File: src/rtl/mux_arbiter_if.sv
// Handshake bundle for mux_arbiter: NUM_IN packed source channels in, one registered word out.
// The master drives the sources and the sink ready; the slave is the arbiter.
interface mux_arbiter_if #(
    parameter int unsigned N      = 16,
    parameter int unsigned NUM_IN = 4
);
    localparam int unsigned SEL_W = $clog2(NUM_IN);

    logic [NUM_IN*N-1:0] in_data;
    logic [NUM_IN-1:0]   in_valid;
    logic [NUM_IN-1:0]   in_ready;
    logic [SEL_W-1:0]    sel;
    logic [N-1:0]        out_data;
    logic                out_valid;
    logic                out_ready;
    logic [SEL_W-1:0]    out_src;

    modport master (
        output in_data, in_valid, sel, out_ready,
        input  in_ready, out_data, out_valid, out_src
    );

    modport slave (
        input  in_data, in_valid, sel, out_ready,
        output in_ready, out_data, out_valid, out_src
    );
endinterface

File: src/rtl/mux_arbiter.sv
// N-input registered word selector with valid/ready on every port.
// MODE: 0 = external sel, 1 = round-robin, 2 = fixed priority (lowest index wins).
module mux_arbiter #(
    parameter int unsigned N      = 16,
    parameter int unsigned NUM_IN = 4,
    parameter int unsigned MODE   = 0
) (
    input logic          clk,
    input logic          rst,
    mux_arbiter_if.slave bus
);
    localparam int unsigned SEL_W = $clog2(NUM_IN);

    logic [N-1:0]      data_q, data_d;
    logic [SEL_W-1:0]  src_q, src_d;
    logic [SEL_W-1:0]  rr_ptr_q, rr_ptr_d;
    logic              valid_q, valid_d;

    logic              can_load;
    logic              win_found;
    logic [SEL_W-1:0]  win_idx;
    logic [N-1:0]      win_data;
    logic [NUM_IN-1:0] rr_rot;
    int unsigned       rr_c;

    assign can_load = !valid_q || bus.out_ready;

    always_comb begin
        win_found = 1'b0;
        win_idx   = '0;
        rr_rot    = '0;
        rr_c      = 0;
        if (MODE == 0) begin
            // Out-of-range sel never matches a channel, so it selects nothing.
            for (int unsigned i = 0; i < NUM_IN; i++) begin
                if (bus.sel == SEL_W'(i) && bus.in_valid[i]) begin
                    win_found = 1'b1;
                    win_idx   = SEL_W'(i);
                end
            end
        end else if (MODE == 1) begin
            // Rotate so bit 0 is the channel just after the last winner.
            rr_rot = NUM_IN'({bus.in_valid, bus.in_valid} >> (32'(rr_ptr_q) + 1));
            for (int unsigned j = 0; j < NUM_IN; j++) begin
                if (!win_found && rr_rot[j]) begin
                    rr_c = 32'(rr_ptr_q) + 1 + j;
                    if (rr_c >= NUM_IN) begin
                        rr_c = rr_c - NUM_IN;
                    end
                    win_found = 1'b1;
                    win_idx   = SEL_W'(rr_c);
                end
            end
        end else begin
            for (int unsigned i = 0; i < NUM_IN; i++) begin
                if (!win_found && bus.in_valid[i]) begin
                    win_found = 1'b1;
                    win_idx   = SEL_W'(i);
                end
            end
        end
    end

    always_comb begin
        win_data     = '0;
        bus.in_ready = '0;
        for (int unsigned i = 0; i < NUM_IN; i++) begin
            if (win_idx == SEL_W'(i)) begin
                win_data = bus.in_data[i*N +: N];
            end
            bus.in_ready[i] = can_load && win_found && (win_idx == SEL_W'(i));
        end
    end

    // A winner always has in_valid set, so a grant with can_load is a transfer.
    always_comb begin
        data_d   = data_q;
        src_d    = src_q;
        valid_d  = valid_q;
        rr_ptr_d = rr_ptr_q;
        if (can_load && win_found) begin
            data_d  = win_data;
            src_d   = win_idx;
            valid_d = 1'b1;
            if (MODE == 1) begin
                rr_ptr_d = win_idx;
            end
        end else if (bus.out_ready) begin
            valid_d = 1'b0;
        end
    end

    always_ff @(posedge clk or negedge rst) begin
        if (!rst) begin
            data_q   <= '0;
            src_q    <= '0;
            valid_q  <= 1'b0;
            rr_ptr_q <= SEL_W'(NUM_IN - 1);
        end else begin
            data_q   <= data_d;
            src_q    <= src_d;
            valid_q  <= valid_d;
            rr_ptr_q <= rr_ptr_d;
        end
    end

    assign bus.out_data  = data_q;
    assign bus.out_src   = src_q;
    assign bus.out_valid = valid_q;
endmodule

File: src/flat_wrapper.sv
// flat-port wrapper written by rule: the top's interface ports become plain ports
module mux_arbiter_flat 
#(
    parameter int unsigned N      = 16,
    parameter int unsigned NUM_IN = 4,
    parameter int unsigned MODE   = 0
)
  (clk, rst, bus_in_data, bus_in_valid, bus_sel, bus_out_ready, bus_in_ready, bus_out_data, bus_out_valid, bus_out_src);
  mux_arbiter_if #(.N(N), .NUM_IN(NUM_IN)) bus_i ();
  input logic clk;
  input logic rst;
  input wire logic [$bits(bus_i.in_data)-1:0] bus_in_data;
  input wire logic [$bits(bus_i.in_valid)-1:0] bus_in_valid;
  input wire logic [$bits(bus_i.sel)-1:0] bus_sel;
  input wire logic [$bits(bus_i.out_ready)-1:0] bus_out_ready;
  output wire logic [$bits(bus_i.in_ready)-1:0] bus_in_ready;
  output wire logic [$bits(bus_i.out_data)-1:0] bus_out_data;
  output wire logic [$bits(bus_i.out_valid)-1:0] bus_out_valid;
  output wire logic [$bits(bus_i.out_src)-1:0] bus_out_src;
  assign bus_i.in_data = bus_in_data;
  assign bus_i.in_valid = bus_in_valid;
  assign bus_i.sel = bus_sel;
  assign bus_i.out_ready = bus_out_ready;
  assign bus_in_ready = bus_i.in_ready;
  assign bus_out_data = bus_i.out_data;
  assign bus_out_valid = bus_i.out_valid;
  assign bus_out_src = bus_i.out_src;
  mux_arbiter #(.N(N), .NUM_IN(NUM_IN), .MODE(MODE)) u_core (.clk(clk), .rst(rst), .bus(bus_i));
endmodule
File: config.mk
export PLATFORM = sky130hd
export DESIGN_NAME = mux_arbiter_flat
export DESIGN_NICKNAME = d
export VERILOG_FILES = /design/src/rtl/mux_arbiter_if.sv /design/src/rtl/mux_arbiter.sv /design/src/flat_wrapper.sv
export SDC_FILE = /design/constraint.sdc
export NUM_CORES = 1
export LEC_CHECK = 0
export ABC_AREA = 0
export CORE_MARGIN = 2
export CORE_UTILIZATION = 60
export CTS_CLUSTER_SIZE = 12
export DETAILED_ROUTE_END_ITERATION = 8
export DONT_BUFFER_PORTS = 1
export MAX_ROUTING_LAYER = met4
export PLACE_DENSITY_LB_ADDON = 0.25
export SETUP_SLACK_MARGIN = 0.5
export SLEW_MARGIN = 10
export SYNTH_ARGS = -nofsm -noshare
export SYNTH_HDL_FRONTEND = slang
export SYNTH_SLANG_ARGS = --single-unit
File: constraint.sdc
create_clock -name clk -period 4.3 [get_ports clk]
set_input_delay 0.43 -clock clk [delete_from_list [all_inputs] [get_ports clk]]
set_output_delay 0.43 -clock clk [all_outputs]
set_load 0.005 [all_outputs]
==> results of run 1 <==
final timing paths:
kind	cells past startpoint	slack, ns	end
setup / recovery	4	2.02	bus_in_ready[0]
hold / removal	2	0.32	u_core.bus.out_data[9]$_DFFE_PN0P_
setup reg to reg	4	2.44	u_core.bus.out_src[0]$_DFFE_PN0P_
hold reg to reg	2	0.55	u_core.bus.out_src[1]$_DFFE_PN0P_
max in group asynchronous	1	3.09	u_core.bus.out_data[3]$_DFFE_PN0P_
min in group asynchronous	1	0.68	u_core.bus.out_data[2]$_DFFE_PN0P_
flip-flops by register name, summed over array words and instances, names as in the netlist:
| register | count |
|---|---|
| u_core.bus.out_valid | 1 |
| u_core.bus.out_src | 2 |
| u_core.bus.out_data | 16 |
placed cells by master, fill, tap and decap left out, drive strengths merged, types with 2 or more instances in the layout:
cell type / Yosys / routed
a221oi: 9 / 9
a22oi: 7 / 7
and2: 2 / 2
and3: 3 / 3
and3b: 2 / 2
clkbuf: 2 / 4
dfrtp: 19 / 19
inv: 3 / 3
mux2: 9 / 9
mux2i: 9 / 9
nand2: 10 / 10
nand3: 7 / 7
nand4: 3 / 3
nor2: 2 / 2
o21ai: 7 / 7
o221ai: 9 / 9
o22ai: 9 / 9
power by group:
part,switching [W],internal (W)
combinational,0.0000569,0.0000624
sequential,0.0000340,0.000219
clock,0.0000535,0.0000360
total,0.000144,0.000318
final cells by class:
cell class              instances  area (µm²)  area share
repair buffers                  1        10.0     0.00758
inverters                       3        11.3     0.00853
clock buffers                   4        26.3      0.0199
well taps                      28        35.0      0.0265
flip-flops and latches         19         475       0.360
multi-input cells              97         762       0.577
worst reg2reg max path, delay by kind of cell (launching register included):
family / cells / cell delay [ns]
and+or+nand+nor: 3 / 0.98
AOI/OAI and AO/OA: 1 / 0.34
DFF: 1 / 0.43
logic make-up after synthesis:
family,after synthesis,share of synthesized area
buffers and inverters,13,0.0705
AOI/OAI and AO/OA,45,0.248
muxes,18,0.164
and+or+nand+nor,34,0.161
DFF,19,0.357
stage by stage:
step | std cells | setup slack (ns) | total power (W)
floorplan | 129 | 2.45 | 0.000357
detailed placement | 147 | 2.33 | 0.000373
global placement | 147 | 2.34 | 0.000368
finish | 152 | 2.02 | 0.000462
CTS | 152 | 2.02 | 0.000465
global route | 152 | 1.92 | 0.000490
metal layers:
metal / vias to the layer above / track usage / part of all wire
met3: 2 / 0.0643 / 0.087
met4: 0 / 0.0631 / 0.0044
met2: 62 / 0.444 / 0.51
met1: 541 / 0.372 / 0.40
li1: 504 / - / -
met5: - / - / 0
timing repair:
action,CTS,global route
buffers inserted,0,0
hold buffers,1,0
hold endpoints to repair,19,0
==> impl_metrics.toml, run 1 <==
[sta]
finalCritPeriodShare = 0.529
slew_viol_final = 0
tightest_slew_ns = 0.857
finalHoldViolCount = 0
period_minus_slack_ns = 2.28
relSlewSlack = 0.427
fin_worst_skew_ns = 0.00779
hold_ws_ns = 0.321
setup_viol = 0
finalSetupTns_ns = 0
rsz0062_at_grt = "false"
fmax_ghz = 0.439

[final_layout]
layout.nets = 198
area.growth.synth_to_final_pct = -0.846
drive_gt1_frac = 0.169
fin_util = 0.614
stdcell_area_um2 = 1320
antenna_cells = 0
fillers = 191

[routing]
ant_nets = 0
first_pass_iters = 4
vias = 1109
via_per_inst = 7.30
drc = 0
wl_per_cell_um = 22.4
drt_wl_total_um = 3400
drt_iter0_drc = 46

[logic_synthesis]
synthTopCellsByArea = "dfrtp_1, mux2_4, mux2i_1, a221oi_1, o221ai_1"
yosysTopAreaCell = "dfrtp_1"
syn_nets = 202
syn_area_um2 = 1330
synth-seq-area-share = 0.357
yosysMostFrequentCell = "dfrtp_1"
ys.flop_type = "dfrtp_1"
syn-instance-count = 129
synth_top_area_share = 0.357
synth_warnings = 0
yosysUniqueCellTypes = 36
syn_area_per_cell_um2 = 10.3
async_flop_share = 1.00
synth_edf_count = 0
synth-seq-cells = 19

[floorplan]
die_h_um = 51.1
core_area_um2 = 2150
dieArea_um2 = 2610
initial_utilization = 0.620
ios = 96
fp-row-count = 17
die_width_um = 51.1

[critical_path]
reg2reg_from = "u_core.bus.out_valid$_DFFE_PN0P_"
worstPathArrival_ns = 1.85
cp-end-kind = "output pin"
slowest_stage = "or3_1"
cp-start-kind = "flop"
crit_required_ns = 3.87
cp_top_family = "simple AND/OR/NAND/NOR gates"
critPathKind = "flop to output pin"
crit_fanout = 11
cp.buffers_inverters = 0
worstPathCellList = "and2b_2, or3_1, nand2_4, and2_1"
worstSetupStartpoint = "u_core.bus.out_valid$_DFFE_PN0P_"
max_stage_delay_ns = 0.48

[clock_tree]
clock_path_buffers = 2
cts_resized = 0
cts_buffers = 3
htree_levels = 1
cts-root-buf = "clkbuf_4"
clkLatencyLatePin_ns = 0.29
clock-sinks = 19
path_clk_slew_ns = 0.11
cts_tree = "built"

[global_routing]
antenna_found_initial = 0
first_global_vias = 1061
grt_overflow_total = 0
grt_max_degree = 20
grt_pass1_wl_um = 5450
grt_util_all_layers = 0.282

[placed_design]
place_hpwl_um = 2580
routabilityCongestion = 0.800
placed_area_um2 = 1280
portBuffers = 0

[min_path]
hold_start = "bus_sel[0]"
holdCritPathClass = "primary input to flop"

[power]
p_leak_nw = 0.525
peakVddDrop_v = 0.000154
p_per_area_nw_per_um2 = 350

[outcome]
status = "completed"

[flow_run]
maxCapViolCount = 0
Power figures use the tool's default switching activity.
==> run 2: changes to the inputs <==
ABC_AREA = 1   (was 0)
clock period = 2.1 ns   (was 4.3 ns; I/O delays follow)
==> run 2 against run 1 <==
Effect of this change:
- synthesized area shrank 5.3%
- sequential cell count is the same
- via count grew 22%
- power grew 100%
- clock power grew 110%
- wire length grew 0.50%
- first-iteration DRC count shrank 57%
- critical path type unchanged
- largest cell class unchanged
==> impl_metrics.toml, run 2 <==
[power]
p_leak_nw = 0.720
p_per_area_nw_per_um2 = 690
peakVddDrop_v = 0.000371
switching_power_w = 0.000319
p_sw_frac = 0.343
p_seq_frac = 0.556
p_comb_frac = 0.246
power_frac_clock = 0.197
p_int_w = 0.000612

[logic_synthesis]
yosysUniqueCellTypes = 20
synth.area.mux_share = 0
syn_area_um2 = 1260
syn-instance-count = 196
synth_top_family_by_area = "simple AND/OR/NAND/NOR gates"
synth_edf_count = 0
syn_nets = 269
yosysTopAreaCell = "dfrtp_1"
synth_compound_area_frac = 0.107
synth_warnings = 0
synth_top_area_share = 0.377
ys.flop_type = "dfrtp_1"
synth-seq-area-share = 0.377
yosysMostFrequentCell = "nand2_1"
synth-adder-area-share = 0
syn_area_per_cell_um2 = 6.43
synthTopCellsByArea = "dfrtp_1, nand2_1, nand3_1, a21oi_1, o21ai_0"
synthSimpleGateAreaFrac = 0.448
async_flop_share = 1.00
synth-xor-area-share = 0
synth-seq-cells = 19
ys_top_cells_by_count = "nand2_1, nand3_1, dfrtp_1"

[final_layout]
area.growth.synth_to_final_pct = 6.94
largest_reg_flops = 16
antenna_cells = 0
layout_commonest_cell = "nand2_1"
layout.nets = 276
final_cell_mix = "nand2_1, nand3_1, dfrtp_1"
drive_gt1_frac = 0.104

[clock_tree]
htree_levels = 1
cts-root-buf = "clkbuf_4"
clock_path_buffers = 2
clock-sinks = 19
cts_resized = 0
cts_buffers = 3
path_clk_slew_ns = 0.11
cts_tree = "built"
clkLatencyLatePin_ns = 0.29

[flow_run]
maxCapViolCount = 0

[floorplan]
dieArea_um2 = 2480
die_width_um = 49.8
initial_utilization = 0.636
fp-row-count = 16
core_area_um2 = 1980
die_h_um = 49.8
ios = 96

[sta]
tightest_slew_ns = 0.872
finalCritPeriodShare = 0.714
hold_ws_ns = 0.0417
setup_viol = 0
relSlewSlack = 0.417
finalHoldViolCount = 0
rsz0062_at_grt = "false"
fin_worst_skew_ns = 0.00212
fmax_ghz = 0.667
period_minus_slack_ns = 1.50
slew_viol_final = 0
fin_ws_ns = 0.600
finalSetupTns_ns = 0

[routing]
ant_nets = 0
first_pass_iters = 4
wl_per_cell_um = 14.9
top_layer = "met4"
via_per_inst = 5.90
vias = 1352
drc = 0
wl_met2_um = 1780
wl_met1_um = 1290
wl_met3_um = 338
drt_wl_total_um = 3420
drt_iter0_drc = 20

[outcome]
status = "completed"

[critical_path]
reg2reg_slack_ns = 0.63
reg2reg_from = "u_core.bus.out_valid$_DFFE_PN0P_"
worstPathCellList = "inv_1, or2_2, o21ai_4, nor2_1"
cp.buffers_inverters = 1
crit_fanout = 7
max_stage_delay_ns = 0.38
worstPathArrival_ns = 1.29
crit_required_ns = 1.89
cp_top_family = "simple AND/OR/NAND/NOR gates"
r2r_cells = 6
slowest_stage = "dfrtp_1"
critPathKind = "flop to output pin"
rr_endpoint = "u_core.bus.out_data[12]$_DFFE_PN0P_"
cp-end-kind = "output pin"
cp-start-kind = "flop"

[global_routing]
grt_util_all_layers = 0.287
antenna_found_initial = 0
first_global_vias = 1267
grt_max_degree = 20
grt_pass1_wl_um = 5400
grt_overflow_total = 0

[min_path]
min_to = "u_core.bus.out_data[6]$_DFFE_PN0P_"
hold_start = "bus_in_data[54]"
hold_path_depth = 2
holdCritPathClass = "primary input to flop"

[placed_design]
routabilityCongestion = 0.756
place_ws_ns = 0.614
portBuffers = 0
place_hpwl_um = 2490
## run 2: cell types whose count changed in the layout (fill, tap and decap cells not counted), moves of 9 or more
cell | previous run | this run
nand3_1 | 6 | 21
a21oi_1 | 1 | 13
a221oi_1 | 9 | 0
o22ai_1 | 9 | 0
nor2_1 | 0 | 9
nand2_1 | 9 | 93
o221ai_1 | 9 | 0
mux2i_1 | 9 | 0
## run 2: cells by family (layout without fill, tap and decap cells)
group	after synthesis	in the layout
flops	19	19
compound gates	24	25
simple gates	133	133
buf+inv	20	25
## run 2: power by group through the flow
stage | logic (W) | clock network (W) | registers (W)
6_report | 0.000229 | 0.000184 | 0.000518
3_3_place_gp | 0.000193 | 0 | 0.000526
2_1_floorplan | 0.000172 | 0 | 0.000506
3_5_place_dp | 0.000201 | 0 | 0.000526
5_1_grt | 0.000263 | 0.000206 | 0.000527
4_1_cts | 0.000216 | 0.000188 | 0.000520
## run 2: worst max path at each step
stage / from / slack (ns) / to / cells past startpoint
2_1_floorplan: u_core.bus.out_valid$_DFFE_PN0P_ / 0.85 / bus_in_ready[0] / 5
3_3_place_gp: bus_sel[0] / 0.68 / u_core.bus.out_data[10]$_DFFE_PN0P_ / 7
3_5_place_dp: bus_sel[0] / 0.61 / u_core.bus.out_data[1]$_DFFE_PN0P_ / 7
4_1_cts: u_core.bus.out_valid$_DFFE_PN0P_ / 0.51 / bus_in_ready[2] / 4
5_1_grt: u_core.bus.out_valid$_DFFE_PN0P_ / 0.53 / bus_in_ready[2] / 4
6_report: u_core.bus.out_valid$_DFFE_PN0P_ / 0.60 / bus_in_ready[2] / 4
## run 2: final cells by class
class / count / area, µm²
tap: 27 / 33.8
multi-input combinational: 158 / 709
clock buffer: 4 / 26.3
timing repair buffer: 6 / 47.5
inverter: 15 / 56.3
fill: 169 / 633
sequential: 19 / 475
## run 2: through the flow
step / instances / power [W] / utilization / instance area (µm²)
after CTS: 225 / 0.000923 / 0.665 / 1320
after floorplan: 196 / 0.000678 / - / 1260
after detailed placement: 219 / 0.000727 / 0.643 / 1270
final: 229 / 0.000931 / 0.681 / 1350
after global placement: 219 / 0.000719 / 0.643 / 1270
after global routing: 229 / 0.000995 / 0.681 / 1350
## run 2: per-layer routing
| metal | global-route usage | vias up |
|---|---|---|
| met5 | - | - |
| met4 | 0.102 | 0 |
| met3 | 0.0576 | 2 |
| met2 | 0.513 | 90 |
| met1 | 0.314 | 613 |
| li1 | - | 647 |
## run 2: what timing repair did
item,4_1_cts,5_1_grt
setup endpoints to repair,3,3
hold buffers,1,0
endpoints found under the hold margin,19,0
gates cloned,1,0
setup buffers,0,4
==> run 3: changes to the inputs <==
CORE_UTILIZATION = 56   (was 60)
clock period = 1.3 ns   (was 2.1 ns; I/O delays follow)
==> run 3 against run 2 <==
Effect of this change:
- the flow now finishes with violations (setup timing)
- first-iteration DRC count is 140% higher
- sequential share of layout area is 6.5 points lower
- sequential power is 64% higher
- wire length is 24% higher
- clock skew is 0.0011 ns higher
- register-to-register slack worse by 0.75 ns
- combinational power grew to 2.5 times the previous value
- via count is 9.0% higher
- core utilization is 8.1 points higher
- design area is 22% higher
- clock power is 81% higher
- critical endpoint is now bus_in_ready[0]
- power is 89% higher
==> impl_metrics.toml, run 3 (synthesis results as in run 2) <==
[final_layout]
layout.nets = 290
largest_reg_flops = 16
antenna_cells = 0
area.growth.synth_to_final_pct = 31.0
final_cell_mix = "nand2_1, dfrtp_1, nand3_1"
fin_util = 0.761
drive_gt1_frac = 0.273
final_cells = 244
fillers = 163
layout_commonest_cell = "nand2_1"
stdcell_area_um2 = 1650

[critical_path]
cp-end-kind = "output pin"
slowest_stage = "dfrtp_1"
max_stage_delay_ns = 0.41
cp-start-kind = "flop"
cp.buffers_inverters = 2
worstPathArrival_ns = 1.30
crit_fanout = 3
crit_required_ns = 1.17
worstPathCellList = "inv_2, or2_4, o21ai_4, buf_6, nor3_2"
critPathKind = "flop to output pin"
cp_top_family = "flip-flops"

[outcome]
status = "finished, violations left"
violations = "setup timing"

[sta]
rsz0062_at_grt = "true"
finalCritPeriodShare = 1.10
fin_worst_skew_ns = 0.00318
tightest_slew_ns = 0.924
relSlewSlack = 0.384
finalHoldViolCount = 0
setup_viol = 20
fmax_ghz = 0.699
period_minus_slack_ns = 1.43
fin_ws_ns = -0.131
slew_viol_final = 0

[placed_design]
dp_cells = 225
place_hpwl_um = 2660
portBuffers = 0
routabilityCongestion = 0.712
placed_area_um2 = 1340

[min_path]
holdCritPathClass = "primary input to async pin"

[routing]
drt_wl_total_um = 4260
via_per_inst = 6.04
drt_iter0_drc = 48
first_pass_iters = 4
vias = 1474
ant_nets = 0
drc = 0
wl_per_cell_um = 17.5

[floorplan]
fp-row-count = 17
ios = 96
die_width_um = 51.5
dieArea_um2 = 2650
core_area_um2 = 2170
initial_utilization = 0.581
die_h_um = 51.5

[power]
p_per_area_nw_per_um2 = 1060
p_leak_nw = 0.888
p_total_w = 0.00176
peakVddDrop_v = 0.000692

[global_routing]
grt_overflow_total = 0
grt_util_all_layers = 0.308
met3_usage = 0.0526
grt_max_degree = 20
grt_pass1_wl_um = 5940
antenna_found_initial = 0
met1_usage = 0.328
use_met2 = 0.558
busiest_layer = "met2"
first_global_vias = 1356

[clock_tree]
htree_levels = 1
clock-sinks = 19
cts_buffers = 3
cts-root-buf = "clkbuf_4"
clkLatencyLatePin_ns = 0.32
clock_path_buffers = 2
cts_tree = "built"
path_clk_slew_ns = 0.12

[flow_run]
maxCapViolCount = 0
run 3: cell count changes in the layout (fill, tap and decap cells not counted), sizes merged:
cell,previous run,this run
buf,5,15
clkinv,2,3
dlygate4sd3,1,3
dlymetal6s4s,0,1
inv,13,14
o21ai,12,11
run 3: through the flow:
stage	hold slack [ns]	TNS, ns	setup WS [ns]
final	0.000469	-1.33	-0.131
after global routing	0.0561	-2.38	-0.167
after CTS	0.0222	-0.453	-0.121
after detailed placement	-0.165	0	0.126
after global placement	-0.165	0	0.128
after floorplan	-0.166	0	0.220
run 3: worst paths after layout:
check / start / to / slack (ns) / cells past startpoint
setup / recovery: u_core.bus.out_valid$_DFFE_PN0P_ / bus_in_ready[0] / -0.13 / 5
hold / removal: rst / u_core.bus.out_data[9]$_DFFE_PN0P_ / 0.0005 / 1
setup reg to reg: u_core.bus.out_valid$_DFFE_PN0P_ / u_core.bus.out_data[13]$_DFFE_PN0P_ / -0.12 / 8
hold reg to reg: u_core.bus.out_data[6]$_DFFE_PN0P_ / u_core.bus.out_data[6]$_DFFE_PN0P_ / 0.53 / 2
max in group asynchronous: rst / u_core.bus.out_data[14]$_DFFE_PN0P_ / 0.74 / 1
min in group clk: bus_in_data[33] / u_core.bus.out_data[1]$_DFFE_PN0P_ / 0.02 / 4
run 3: where the power goes:
part	internal, W	switching, W	leakage [nW]
Sequential	0.000726	0.000122	0.238
Clock	0.000115	0.000217	0.0177
Combinational	0.000260	0.000316	0.632
Total	0.00110	0.000656	0.888
run 3: routing by layer:
metal | wire length [µm] | vias to the layer above
met3 | 372 | 8
met1 | 1550 | 699
met5 | 0 | -
li1 | - | 668
met4 | 61 | 0
met2 | 2280 | 99
run 3: cell type report:
class / instances / area [µm²] / area share
clock buffers: 3 / 22.5 / 0.0136
clock inverters: 1 / 5.00 / 0.00303
inverters: 15 / 63.8 / 0.0386
multi-input cells: 157 / 821 / 0.497
flip-flops and latches: 19 / 475 / 0.288
well taps: 28 / 35.0 / 0.0212
repair buffers: 20 / 220 / 0.133
repair inverters: 1 / 8.76 / 0.00530
run 3: timing repair:
item | 4_1_cts | 5_1_grt
gates resized for setup | 20 | 20
hold buffers | 4 | 0
cloned | 1 | 1
buffers inserted | 7 | 2
endpoints found under the hold margin | 22 | 0
pin swaps | 2 | 6
endpoints found under the setup margin | 42 | 61
